`config.mk`:
```
export PLATFORM = sky130hd
export DESIGN_NAME = pot_sched
export DESIGN_NICKNAME = d
export VERILOG_FILES = /design/src/rtl/pot_sched.sv
export SDC_FILE = /design/constraint.sdc
export NUM_CORES = 1
export LEC_CHECK = 0
export BUFFER_PORTS_ARGS = -buffer_cell sky130_fd_sc_hd__buf_2
export CAP_MARGIN = 10
export CORE_UTILIZATION = 40
export DETAILED_ROUTE_END_ITERATION = 16
export HOLD_SLACK_MARGIN = 0.06
export PLACE_DENSITY = 0.75
export SYNTH_ARGS = -nofsm -noshare
export SYNTH_HDL_FRONTEND = slang
export SYNTH_SLANG_ARGS = --single-unit
```
`constraint.sdc`:
```
create_clock -name clk -period 3.29 [get_ports clk]
set_input_delay 0.4935 -clock clk [delete_from_list [all_inputs] [get_ports clk]]
set_output_delay 0.4935 -clock clk [all_outputs]
set_load 0.02 [all_outputs]
```
`src/rtl/pot_sched.sv`:
```
// Round-robin scheduler that reads six potentiometers through an A2D on an SPI master.
// Each channel takes two identical transactions; the second result is stored.
module pot_sched #(
    parameter int GAP_CYCLES = 1024,
    parameter int TIMEOUT    = 4095
) (
    input  logic        clk,
    input  logic        rst,
    input  logic        en,
    input  logic        spi_done,
    input  logic [15:0] spi_rd,
    output logic        spi_wrt,
    output logic [15:0] spi_cmd,
    output logic [11:0] lp_pot,
    output logic [11:0] b1_pot,
    output logic [11:0] b2_pot,
    output logic [11:0] b3_pot,
    output logic [11:0] hp_pot,
    output logic [11:0] vol_pot,
    output logic        chnl_upd,
    output logic [2:0]  upd_idx,
    output logic        round_done,
    output logic        err
);

    localparam int GW = (GAP_CYCLES < 2) ? 1 : $clog2(GAP_CYCLES);
    localparam int TW = (TIMEOUT < 2) ? 1 : $clog2(TIMEOUT);
    localparam logic [GW-1:0] GAP_LAST = GW'(GAP_CYCLES - 1);
    localparam logic [TW-1:0] TMO_LAST = TW'(TIMEOUT - 1);

    typedef enum logic [2:0] {
        IDLE  = 3'd0,
        GAP   = 3'd1,
        TX1   = 3'd2,
        WT1   = 3'd3,
        TX2   = 3'd4,
        WT2   = 3'd5,
        STORE = 3'd6
    } state_t;

    state_t          state_r;
    logic [2:0]      idx_r;
    logic [GW-1:0]   gap_cnt_r;
    logic [TW-1:0]   tmo_cnt_r;
    logic [11:0]     pot_r [0:5];

    // Round slot to A2D channel mapping, packed into the command word.
    function automatic logic [15:0] cmd_of(input logic [2:0] idx);
        logic [2:0] ch;
        case (idx)
            3'd0:    ch = 3'd1;
            3'd1:    ch = 3'd0;
            3'd2:    ch = 3'd4;
            3'd3:    ch = 3'd2;
            3'd4:    ch = 3'd3;
            3'd5:    ch = 3'd7;
            default: ch = 3'd0;
        endcase
        return {2'b00, ch, 11'h000};
    endfunction

    assign lp_pot  = pot_r[0];
    assign b1_pot  = pot_r[1];
    assign b2_pot  = pot_r[2];
    assign b3_pot  = pot_r[3];
    assign hp_pot  = pot_r[4];
    assign vol_pot = pot_r[5];

    // Scheduler FSM with all outputs registered; pulses default low every cycle.
    always_ff @(posedge clk) begin
        if (rst) begin
            state_r    <= IDLE;
            idx_r      <= 3'd0;
            gap_cnt_r  <= '0;
            tmo_cnt_r  <= '0;
            spi_wrt    <= 1'b0;
            spi_cmd    <= 16'h0000;
            chnl_upd   <= 1'b0;
            upd_idx    <= 3'd0;
            round_done <= 1'b0;
            err        <= 1'b0;
            for (int i = 0; i < 6; i++) begin
                pot_r[i] <= 12'h000;
            end
        end else begin
            spi_wrt    <= 1'b0;
            chnl_upd   <= 1'b0;
            round_done <= 1'b0;
            case (state_r)
                IDLE: begin
                    if (en) begin
                        state_r <= TX1;
                        spi_wrt <= 1'b1;
                        spi_cmd <= cmd_of(idx_r);
                    end else begin
                        spi_cmd <= 16'h0000;
                    end
                end
                GAP: begin
                    if (gap_cnt_r == GAP_LAST) begin
                        gap_cnt_r <= '0;
                        if (en) begin
                            state_r <= TX1;
                            spi_wrt <= 1'b1;
                            spi_cmd <= cmd_of(idx_r);
                        end else begin
                            state_r <= IDLE;
                            spi_cmd <= 16'h0000;
                        end
                    end else begin
                        gap_cnt_r <= gap_cnt_r + 1'b1;
                    end
                end
                TX1: begin
                    state_r   <= WT1;
                    tmo_cnt_r <= '0;
                end
                WT1: begin
                    if (spi_done) begin
                        state_r   <= TX2;
                        spi_wrt   <= 1'b1;
                        tmo_cnt_r <= '0;
                    end else if (tmo_cnt_r == TMO_LAST) begin
                        // Abandon the channel: no update, but the round still advances.
                        err        <= 1'b1;
                        state_r    <= STORE;
                        round_done <= (idx_r == 3'd5);
                        tmo_cnt_r  <= '0;
                    end else begin
                        tmo_cnt_r <= tmo_cnt_r + 1'b1;
                    end
                end
                TX2: begin
                    state_r   <= WT2;
                    tmo_cnt_r <= '0;
                end
                WT2: begin
                    if (spi_done) begin
                        pot_r[idx_r] <= spi_rd[11:0];
                        chnl_upd     <= 1'b1;
                        upd_idx      <= idx_r;
                        round_done   <= (idx_r == 3'd5);
                        state_r      <= STORE;
                        tmo_cnt_r    <= '0;
                    end else if (tmo_cnt_r == TMO_LAST) begin
                        err        <= 1'b1;
                        state_r    <= STORE;
                        round_done <= (idx_r == 3'd5);
                        tmo_cnt_r  <= '0;
                    end else begin
                        tmo_cnt_r <= tmo_cnt_r + 1'b1;
                    end
                end
                STORE: begin
                    if (idx_r == 3'd5) begin
                        idx_r     <= 3'd0;
                        state_r   <= GAP;
                        gap_cnt_r <= '0;
                        spi_cmd   <= 16'h0000;
                    end else if (en) begin
                        idx_r   <= idx_r + 3'd1;
                        state_r <= TX1;
                        spi_wrt <= 1'b1;
                        spi_cmd <= cmd_of(idx_r + 3'd1);
                    end else begin
                        idx_r   <= idx_r + 3'd1;
                        state_r <= IDLE;
                        spi_cmd <= 16'h0000;
                    end
                end
                default: begin
                    state_r <= IDLE;
                    spi_cmd <= 16'h0000;
                end
            endcase
        end
    end

endmodule
```
==> PnR_summary.wiki <==
{| class="wikitable"
! Metric !! Value
|-
| Total buffers and inverters traversed by the critical path || 2
|-
| Clock slew at reported path FFs || 0.07 ns
|-
| Category of the worst setup path capture point || register
|-
| Number of global-route vias before repair || 3340
|-
| Detail Placement HPWL || 7.46 mm
|-
| Total of fill cells in the finished design || 1043
|-
| Hold Violations, Final || 0
|-
| Diodes inserted || 0
|-
| Max-cap check violation count || 0
|-
| Area of the multi-input gates || 1590 µm²
|-
| Path category of the worst min-delay check || primary input to register
|-
| RSZ-0062 raised after global routing || no
|-
| Pwr Density || 535 nW/µm²
|-
| Fraction of layout cells with a size suffix above 1 || 23.6%
|-
| Count of instances resized after the clock tree is built || 0
|-
| Most used flip-flop cell after synthesis || sky130_fd_sc_hd__edfxtp_1
|-
| Post-Synthesis Mean Instance Area || 10.9 µm²
|-
| Die extent in y || 111 µm
|-
| Maximum level of the CTS H-tree || 3
|-
| Hold buffer count at cts || 0
|-
| Library cell with the highest instance count after synthesis || sky130_fd_sc_hd__edfxtp_1
|-
| Transition time at the pin with the least slew margin || 1.22 ns
|-
| Routed WL || 10.4 mm
|-
| Startpoint Class || register
|-
| Result of the run || finished, final reports clean
|-
| Count of distinct cell types in the synthesized netlist || 54
|-
| Post-synthesis cell area || 4740 µm²
|-
| Number of search-and-repair iterations in the first detailed-routing pass || 4
|-
| CP Class || register to register
|-
| Routability Congestion || 0.840
|-
| TritonCTS clock tree || done
|-
| Post-DR vias/cell || 5.23
|-
| Portion of synthesized cell area occupied by the leading cell type || 45.6%
|-
| Num Clock Sinks || 110
|-
| Post-synthesis instance total || 437
|-
| Floorplan die width || 111 µm
|-
| Cells along the critical path || nand4b_1 > nor2_2 > buf_4 > o2111ai_1 > buf_4 > nand2_1
|-
| Number of core rows || 39
|-
| Global Route Usage Sum || 17.2%
|-
| Number of antenna violations at the first check in global routing || 0
|-
| Area of all sequential standard cells || 2920 µm²
|-
| Floorplan Core Area || 11500 µm²
|-
| Post-synthesis async set-or-reset flop share || 0%
|-
| Global routing usage on met3 || 4.92%
|-
| Met2 Track Usage GR || 28.9%
|-
| Number of nets in the finished design || 554
|-
| Area of placed instances || 5320 µm²
|-
| Number of max-slew violations in the final report || 0
|-
| Ranking of synthesized cells by area || sky130_fd_sc_hd__edfxtp_1 46%, sky130_fd_sc_hd__dfxtp_1 16%, sky130_fd_sc_hd__nor2_1 4.7%
|-
| Top-level I/O count || 115
|-
| Number of enable-type register cells in the synthesized netlist || 72
|-
| Final setup skew || 0.00735 ns
|-
| Maximum clock frequency || 395 MHz
|-
| Yosys synthesis warning count || 0
|-
| Number of nets with antenna violations after detailed routing || 0
|-
| Remaining routing DRC violations || 0
|-
| Ranking of synthesized cells by instance count || 72 x sky130_fd_sc_hd__edfxtp_1, 59 x sky130_fd_sc_hd__nor2_1, 38 x sky130_fd_sc_hd__dfxtp_1, 34 x sky130_fd_sc_hd__nand2_1, 23 x sky130_fd_sc_hd__inv_1
|-
| Sequential element share of the synthesized area || 61.6%
|-
| Crit-path slowest cell || sky130_fd_sc_hd__dfxtp_1
|-
| Clock root cell || sky130_fd_sc_hd__clkbuf_16
|-
| Buffer levels on the longest clock path || 2
|-
| Setup Total Neg Slack || 0 ns
|-
| Maximum vdd drop || 0.000356 V
|-
| Most area-hungry cell type in the Yosys netlist || sky130_fd_sc_hd__edfxtp_1
|-
| Number of DRC violations after detailed-routing iteration 0 || 307
|-
| Fraction of the cycle the final worst path needs || 77.0%
|-
| Area added between synthesis and finish || 19.5%
|-
| Setup violation total in the final timing report || 0
|-
| Global-route track usage on met1 || 21.4%
|-
| Global-route wire length before repair || 16.7 mm
|-
| Starting utilization of the core area || 41.4%
|-
| Post-synthesis register bit count || 110
|-
| Final critical path time including I/O delays and setup || 2.53 ns
|-
| Cell type with the highest occurrence count on the critical path || sky130_fd_sc_hd__buf_4
|-
| Summed area of non-filler cells in the final layout || 5670 µm²
|-
| Arrival time of the worst setup path || 2.53 ns
|-
| Overall die area || 12300 µm²
|-
| Largest driver fanout on the critical path || 16
|-
| Routed wire length per instance || 15.3 µm
|-
| Data required time of the critical path || 3.28 ns
|-
| GRT busiest layer || met2
|-
| Number of CTS-inserted buffers || 9
|-
| Final Util || 49.4%
|-
| Leakage power figure || 2.32 nW
|-
| Cell class contributing the biggest share of worst-path delay || simple AND/OR/NAND/NOR gates
|-
| Count of input and output buffers || 97
|-
| Total grt overflow || 0
|-
| Maximum single-stage delay on the critical path || 0.63 ns
|-
| Vias after detailed routing || 3544
|-
| Hold Worst Slack || 0.441 ns
|-
| Clock network latency to the later pin of the worst-skew pair || 0.35 ns
|-
| Pin count of the biggest net entering global routing || 31
|-
| Worst slew margin || 18.1%
|-
| Buffer count from post-CTS setup fixing || 0
|}
registers in the layout, indices dropped and copies added (netlist names):
register,cells
pot_r,72
tmo_cnt_r,12
gap_cnt_r,10
idx_r,3
spi_cmd,3
state_r,3
upd_idx,3
chnl_upd,1
err,1
round_done,1
spi_wrt,1
kinds of logic (layout without fill, tap and decap cells):
logic type | after synthesis | after routing | share of synthesized area (%)
compound gates | 71 | 71 | 9.74
other cells | 1 | 13 | 0.0791
xor+xnor | 11 | 11 | 2.03
flops | 110 | 110 | 61.6
buf+inv | 58 | 143 | 5.70
fa+ha+maj | 5 | 5 | 1.32
simple gates | 181 | 181 | 19.5
worst reg2reg max path, cell delays in order, from the launching register on:
cell and delay, ns:
sky130_fd_sc_hd__dfxtp_1 0.63, sky130_fd_sc_hd__nand4b_1 0.33, sky130_fd_sc_hd__nor2_2 0.25, sky130_fd_sc_hd__buf_4 0.24, sky130_fd_sc_hd__o2111ai_1 0.14, sky130_fd_sc_hd__buf_4 0.21
sky130_fd_sc_hd__nand2_1 0.38
final timing paths:
check	start	end	slack, ns	depth (start not counted)
setup / recovery	state_r[2]	pot_r[3][1]	0.76	6
hold / removal	spi_rd[0]	pot_r[4][0]	0.44	2
setup reg to reg	state_r[2]	pot_r[3][1]	0.76	6
hold reg to reg	upd_idx[0]	upd_idx[0]	0.46	2
metal layers:
| metal | vias to the layer above | part of all wire, % |
|---|---|---|
| li1 | 1716 | - |
| met1 | 1689 | 44 |
| met2 | 126 | 48 |
| met3 | 13 | 6.7 |
| met4 | 0 | 1.3 |
| met5 | - | 0 |
through the flow:
stage | power, mW | cells | worst slack (ns)
CTS | 3.04 | 677 | 0.727
global placement | 1.80 | 661 | 0.827
detailed placement | 1.81 | 661 | 0.733
global route | 3.12 | 677 | 0.543
finish | 3.03 | 677 | 0.758
floorplan | 1.74 | 449 | 1.09
report_power, final:
group          total (mW)  switching [mW]  internal, mW
clock                1.25           0.500         0.753
sequential           1.54          0.0314          1.51
combinational       0.240           0.167        0.0722
total                3.03           0.698          2.33
cells in the final DEF (no fill, tap or decap), types with 2 or more instances in the layout:
| master | n |
|---|---|
| sky130_fd_sc_hd__buf_2 | 97 |
| sky130_fd_sc_hd__edfxtp_1 | 72 |
| sky130_fd_sc_hd__nor2_1 | 59 |
| sky130_fd_sc_hd__dfxtp_1 | 38 |
| sky130_fd_sc_hd__nand2_1 | 34 |
| sky130_fd_sc_hd__inv_1 | 23 |
| sky130_fd_sc_hd__a21oi_1 | 19 |
| sky130_fd_sc_hd__and2_1 | 15 |
| sky130_fd_sc_hd__conb_1 | 13 |
| sky130_fd_sc_hd__o21ai_0 | 12 |
| sky130_fd_sc_hd__nand3_1 | 10 |
| sky130_fd_sc_hd__nand4_1 | 9 |
| sky130_fd_sc_hd__xor2_1 | 9 |
| sky130_fd_sc_hd__nor3_1 | 9 |
| sky130_fd_sc_hd__clkbuf_16 | 9 |
| sky130_fd_sc_hd__or3_1 | 8 |
| sky130_fd_sc_hd__a31oi_1 | 8 |
| sky130_fd_sc_hd__and3_1 | 7 |
| sky130_fd_sc_hd__buf_4 | 7 |
| sky130_fd_sc_hd__nand3b_1 | 6 |
| sky130_fd_sc_hd__ha_1 | 5 |
| sky130_fd_sc_hd__and4_1 | 4 |
| sky130_fd_sc_hd__o22ai_1 | 4 |
| sky130_fd_sc_hd__nand4b_1 | 3 |
| sky130_fd_sc_hd__or4_1 | 3 |
| sky130_fd_sc_hd__o31ai_1 | 3 |
| sky130_fd_sc_hd__nor2b_1 | 3 |
| sky130_fd_sc_hd__a211oi_1 | 3 |
| sky130_fd_sc_hd__bufinv_16 | 3 |
| sky130_fd_sc_hd__o211ai_1 | 2 |
| sky130_fd_sc_hd__o21ai_1 | 2 |
| sky130_fd_sc_hd__or2_2 | 2 |
| sky130_fd_sc_hd__or3b_1 | 2 |
| sky130_fd_sc_hd__a22o_1 | 2 |
| sky130_fd_sc_hd__xnor2_1 | 2 |
| sky130_fd_sc_hd__o32ai_1 | 2 |
| sky130_fd_sc_hd__o21a_1 | 2 |
layout make-up:
type                    count  share of cell area (%)
repair buffers            104                    9.49
flip-flops and latches    110                    51.6
inverters                  23                    1.52
multi-input cells         281                    28.1
clock inverters             6                    2.08
clock buffers              10                    4.04
well taps                 143                    3.16
Power figures use the tool's default switching activity.
